--- src/rtl/mac_pkg.sv ---
// rtl/mac_pkg.sv - shared op codes, mode bit position and sequencer states for the mac datapath
package mac_pkg;

  localparam logic [1:0] OP_CLR  = 2'b00;
  localparam logic [1:0] OP_LOAD = 2'b01;
  localparam logic [1:0] OP_ACC  = 2'b10;
  localparam logic [1:0] OP_SAT  = 2'b11;

  localparam int MODE_BIT = 2;

  typedef enum logic [2:0] {
    IDLE,
    FIRST,
    ACC,
    SAT,
    DRAIN,
    DONE
  } state_t;

  function automatic logic [2:0] mk_instr(input logic mode, input logic [1:0] op);
    logic [2:0] instr;
    instr           = 3'b000;
    instr[MODE_BIT] = mode;
    instr[1:0]      = op;
    return instr;
  endfunction

endpackage

--- src/rtl/mac_seq_if.sv ---
// rtl/mac_seq_if.sv - operand-pair valid/ready stream into the mac sequencer
interface mac_seq_if;

  logic        op_valid;
  logic        op_ready;
  logic [15:0] op_a;
  logic [15:0] op_b;

  modport master (output op_valid, output op_a, output op_b, input op_ready);
  modport slave  (input op_valid, input op_a, input op_b, output op_ready);

endinterface

--- src/rtl/mac_seq.sv ---
// rtl/mac_seq.sv - sequences one dot-product job through an external mac and captures its result
module mac_seq
  import mac_pkg::*;
#(
  parameter int MAC_LAT = 2,
  parameter int LEN_W   = 8
) (
  input  logic             clk,
  input  logic             reset_n,
  input  logic             start,
  input  logic             mode,
  input  logic [LEN_W-1:0] len,
  input  logic             sat_en,
  input  logic             abort,
  mac_seq_if.slave         ops,
  output logic [2:0]       mac_instruction,
  output logic [15:0]      mac_multiplier,
  output logic [15:0]      mac_multiplicand,
  output logic             mac_stall,
  input  logic [31:0]      mac_result,
  input  logic [7:0]       mac_protect,
  output logic             busy,
  output logic             done,
  output logic [31:0]      result,
  output logic [7:0]       protect
);

  localparam int DW = $clog2(MAC_LAT + 1);

  state_t           state;
  logic             j_mode;
  logic             j_sat;
  logic [LEN_W-1:0] remain;
  logic [DW-1:0]    drain_cnt;
  logic             hs;
  logic             last;

  assign ops.op_ready = (state == FIRST) || (state == ACC);
  assign hs           = ops.op_valid && ops.op_ready;
  assign last         = (remain == LEN_W'(1));

  always_ff @(posedge clk or negedge reset_n) begin
    if (!reset_n) begin
      state            <= IDLE;
      j_mode           <= 1'b0;
      j_sat            <= 1'b0;
      remain           <= '0;
      drain_cnt        <= '0;
      mac_instruction  <= 3'b000;
      mac_multiplier   <= '0;
      mac_multiplicand <= '0;
      mac_stall        <= 1'b0;
      busy             <= 1'b0;
      done             <= 1'b0;
      result           <= '0;
      protect          <= '0;
    end else begin
      // Default is an idle clear with zero operands; states override below.
      done             <= 1'b0;
      mac_instruction  <= mk_instr(1'b0, OP_CLR);
      mac_multiplier   <= '0;
      mac_multiplicand <= '0;
      mac_stall        <= 1'b0;
      if (abort && (state != IDLE)) begin
        state <= IDLE;
        busy  <= 1'b0;
      end else begin
        case (state)
          IDLE: begin
            if (start) begin
              j_mode    <= mode;
              j_sat     <= sat_en;
              remain    <= len;
              drain_cnt <= '0;
              busy      <= 1'b1;
              if (len == '0) begin
                state           <= DRAIN;
                mac_instruction <= mk_instr(mode, OP_CLR);
              end else begin
                state <= FIRST;
              end
            end
          end
          FIRST, ACC: begin
            if (hs) begin
              mac_instruction  <= mk_instr(j_mode, (state == FIRST) ? OP_LOAD : OP_ACC);
              mac_multiplier   <= ops.op_a;
              mac_multiplicand <= ops.op_b;
              remain           <= remain - LEN_W'(1);
              if (last) state <= j_sat ? SAT : DRAIN;
              else      state <= ACC;
            end else begin
              // A bubble before the load must keep the accumulator cleared.
              mac_instruction <= mk_instr(j_mode, (state == FIRST) ? OP_CLR : OP_ACC);
              mac_stall       <= 1'b1;
            end
          end
          SAT: begin
            mac_instruction <= mk_instr(j_mode, OP_SAT);
            state           <= DRAIN;
          end
          DRAIN: begin
            mac_instruction <= mk_instr(j_mode, OP_ACC);
            mac_stall       <= 1'b1;
            if (drain_cnt == DW'(MAC_LAT)) begin
              state   <= DONE;
              done    <= 1'b1;
              result  <= mac_result;
              protect <= mac_protect;
            end else begin
              drain_cnt <= drain_cnt + DW'(1);
            end
          end
          DONE: begin
            state <= IDLE;
            busy  <= 1'b0;
          end
          default: state <= IDLE;
        endcase
      end
    end
  end

endmodule

--- src/flat_wrapper.sv ---
// flat-port wrapper written by rule: the top's interface ports become plain ports
module mac_seq_flat import mac_pkg::*;
#(
  parameter int MAC_LAT = 2,
  parameter int LEN_W   = 8
)
  (clk, reset_n, start, mode, len, sat_en, abort, mac_instruction, mac_multiplier, mac_multiplicand, mac_stall, mac_result, mac_protect, busy, done, result, protect, ops_op_valid, ops_op_a, ops_op_b, ops_op_ready);
  mac_seq_if ops_i ();
  input  logic clk;
  input  logic reset_n;
  input  logic start;
  input  logic mode;
  input  logic [LEN_W-1:0] len;
  input  logic sat_en;
  input  logic abort;
  output logic [2:0] mac_instruction;
  output logic [15:0] mac_multiplier;
  output logic [15:0] mac_multiplicand;
  output logic mac_stall;
  input  logic [31:0] mac_result;
  input  logic [7:0] mac_protect;
  output logic busy;
  output logic done;
  output logic [31:0] result;
  output logic [7:0] protect;
  input wire logic [$bits(ops_i.op_valid)-1:0] ops_op_valid;
  input wire logic [$bits(ops_i.op_a)-1:0] ops_op_a;
  input wire logic [$bits(ops_i.op_b)-1:0] ops_op_b;
  output wire logic [$bits(ops_i.op_ready)-1:0] ops_op_ready;
  assign ops_i.op_valid = ops_op_valid;
  assign ops_i.op_a = ops_op_a;
  assign ops_i.op_b = ops_op_b;
  assign ops_op_ready = ops_i.op_ready;
  mac_seq #(.MAC_LAT(MAC_LAT), .LEN_W(LEN_W)) u_core (.clk(clk), .reset_n(reset_n), .start(start), .mode(mode), .len(len), .sat_en(sat_en), .abort(abort), .ops(ops_i), .mac_instruction(mac_instruction), .mac_multiplier(mac_multiplier), .mac_multiplicand(mac_multiplicand), .mac_stall(mac_stall), .mac_result(mac_result), .mac_protect(mac_protect), .busy(busy), .done(done), .result(result), .protect(protect));
endmodule
--- config.mk ---
export PLATFORM = sky130hd
export DESIGN_NAME = mac_seq_flat
export DESIGN_NICKNAME = d
export VERILOG_FILES = /design/src/rtl/mac_pkg.sv /design/src/rtl/mac_seq_if.sv /design/src/rtl/mac_seq.sv /design/src/flat_wrapper.sv
export SDC_FILE = /design/constraint.sdc
export NUM_CORES = 1
export LEC_CHECK = 0
export CORE_UTILIZATION = 43
export CTS_BUF_LIST = sky130_fd_sc_hd__clkbuf_4 sky130_fd_sc_hd__clkbuf_8
export CTS_CLUSTER_SIZE = 12
export DETAILED_ROUTE_END_ITERATION = 16
export PLACE_DENSITY_LB_ADDON = 0.08
export REMOVE_ABC_BUFFERS = 1
export SLEW_MARGIN = 15
export SYNTH_ARGS = -nofsm -noshare
export SYNTH_HDL_FRONTEND = slang
export SYNTH_SLANG_ARGS = --single-unit
--- constraint.sdc ---
create_clock -name clk -period 2.2 [get_ports clk]
set_input_delay 0.44 -clock clk [delete_from_list [all_inputs] [get_ports clk]]
set_output_delay 0.44 -clock clk [all_outputs]
set_load 0.02 [all_outputs]
==> reports/metrics.csv <==
metric;value;unit
outcome;finished, final reports clean;
cts_buffers;9;
synth_area_leaders;dfrtp_1 61%, nand2_1 13%, and2_1 5.3%;
fp.dieH;95.8;microns
synth.most_common_cell;nand2_1;
place_inst;647;
cp_slowest_cell;dfrtp_1;
cp_data_required_time;1.76;ns
yosys.area.top_type;dfrtp_1;
drt-total-wl;9470;microns
antenna_found_initial;0;
cp_num_buf_inv;3;
fin_tns_setup;0;ns
gp_congestion;0.910;
p_leak;2.77;nW
die_w;95.8;microns
drtIter0Drc;145;
tritoncts;yes;
num_vias;3245;
overflow;0;
netlist_instances;371;
rsz0062_at_grt;no;
period_share;0.897;
io_pins;166;
rows;33;
synth-edff-count;0;
dp_hpwl;7080;microns
fin_cells;663;
root_buffer;clkbuf_8;
netlist.area_leader.share;0.615;
max_slew_margin;0.610;
p_per_area;1120;mW/mm^2
min_path_type;in -> async;
initial_core_util;0.452;
cp_common_cell;clkinv_1;
yosys.cell_types.count;43;
layout-drive-gt1-share;0.0896;
detail_route.wl_per_cell;14.3;microns
clkTransAtPathRegs;0.08;ns
grt_first_pass_wirelength;14300;microns
async_flop_share;1.00;
port_buffers;165;
fmax;507;MHz
yosysWarnings;0;
synthTopCellsByCount;132 x nand2_1, 93 x dfrtp_1, 32 x and2_1;
cp_cell_sequence;clkinv_1, nand2_1, clkinv_1, dlygate4sd2_1;
antenna_left;0;
path_delay_family;buffers and inverters;
ys_ff_latch;93;
pre_cts_ws;-0.0104;ns
worst_pin_slew;0.582;ns
cts_max_level;3;
ys.flop_type;dfrtp_1;
start_kind;flop;
end_kind;primary output;
area_growth;55.8;%
hold_viol_final;0;
setup_viol;0;
path_max_fanout;10;
clock_sinks;93;
total_power;6.60;mW
cp.arrival;1.53;ns
syn_area;0.00378;sq mm
crit_path_max_incr_delay;0.54;ns
nets;643;
fin_ws;0.227;ns
grt_max_degree;52;
insertion_delay;0.35;ns
coreArea;0.00838;sq mm
drv_slew;0;
antenna_cells;0;
path_class;reg -> out;
vias_per_cell;4.89;
drc_errors;0;
dieArea;0.00918;sq mm
postSynthAreaPerCell;10.2;sq um
maxCapViolCount;0;
clk_path_buf_depth;2;
fin_crit;1.97;ns
finClkSkew;0.0143;ns
first_pass_iters;4;
ys_seq_area_frac;0.615;
grt.total_usage;0.208;
grt_pass1_vias;2983;
peakVddDrop;569;uV
post-route-util;0.703;
[path summary, 6_finish.rpt]
check	startpoint	end	slack, ns	depth (start not counted)
worst min-delay path	reset_n	u_core.protect[1]	0.02	1
min in group clk	u_core.result[7]	u_core.result[7]	0.48	2
worst min register to register	u_core.result[7]	u_core.result[7]	0.48	2
worst max register to register	u_core.state[2]	u_core.state[0]	0.32	5
max in group asynchronous	reset_n	u_core.result[14]	1.57	2
worst max-delay path	u_core.state[2]	ops_op_ready	0.23	4
[cells by family (layout without fill, tap and decap cells)]
logic type | after synthesis | in the layout | share of synthesized area
flip-flops | 93 | 93 | 0.615
multiplexers | 4 | 4 | 0.0106
XOR/XNOR | 3 | 3 | 0.00694
AND/OR/NAND/NOR | 203 | 203 | 0.246
adder cells (fa/ha/maj) | 4 | 4 | 0.0126
buffers and inverters | 26 | 213 | 0.0413
AO/OA/AOI/OAI | 38 | 38 | 0.0678
[layout by cell type (no fill, tap or decap), types with 2 or more instances in the layout]
cell             instances
a211oi_1                 2
a21oi_1                 10
and2_1                  32
buf_12                   6
buf_4                   18
clkbuf_8                 9
clkdlybuf4s50_1        163
clkinv_1                 2
dfrtp_1                 92
ha_1                     3
inv_1                    6
inv_6                    3
mux2i_1                  4
nand2_1                132
nand2b_1                 2
nand3_1                  5
nor2_1                  10
nor3_1                   7
nor4_1                   4
o21ai_0                  8
o22ai_1                  3
o2bb2ai_1                5
or3b_2                   2
or4_1                    2
xnor2_1                  2
[per-stage QoR]
step	cell area, sq um	hold WS (ns)
2_1_floorplan	3670	0.144
3_3_place_gp	5700	0.395
3_5_place_dp	5700	0.398
4_1_cts	5900	0.0195
5_1_grt	5900	0.0286
6_report	5900	0.0172
[where the power goes]
group	switching (mW)	total, mW	internal [mW]
Combinational	1.51	2.92	1.41
Clock	0.587	1.13	0.547
Sequential	0.322	2.55	2.22
[repair_timing]
action,CTS,global route
gates resized for setup,2,0
endpoints found under the setup margin,1,0
setup buffers,0,0
hold buffers,0,0
[routing by layer]
layer / up-vias / wire length [microns] / track usage
li1: 1577 / - / -
met1: 1502 / 4050 / 0.276
met2: 155 / 4290 / 0.320
met3: 11 / 983 / 0.0671
met4: 0 / 148 / 0.0759
met5: - / 0 / 0
[flip-flops by register name, indices dropped and copies added, names as in the netlist]
register and cells:
u_core.busy 1, u_core.mac_multiplicand 16, u_core.drain_cnt 2, u_core.j_mode 1
u_core.mac_multiplier 16, u_core.remain 8, u_core.mac_stall 1, u_core.result 32
u_core.done 1, u_core.protect 8, u_core.mac_instruction 3, u_core.state 3
u_core.j_sat 1
[final cells by class]
| type | count | area [sq um] |
|---|---|---|
| inverter | 9 | 38.8 |
| clock buffer | 10 | 131 |
| timing repair buffer | 188 | 1900 |
| tap | 105 | 131 |
| sequential | 93 | 2330 |
| multi-input combinational | 252 | 1300 |
| fill | 667 | 2490 |
| clock inverter | 6 | 68.8 |
Note: power is estimated with default switching activity, not from simulation.
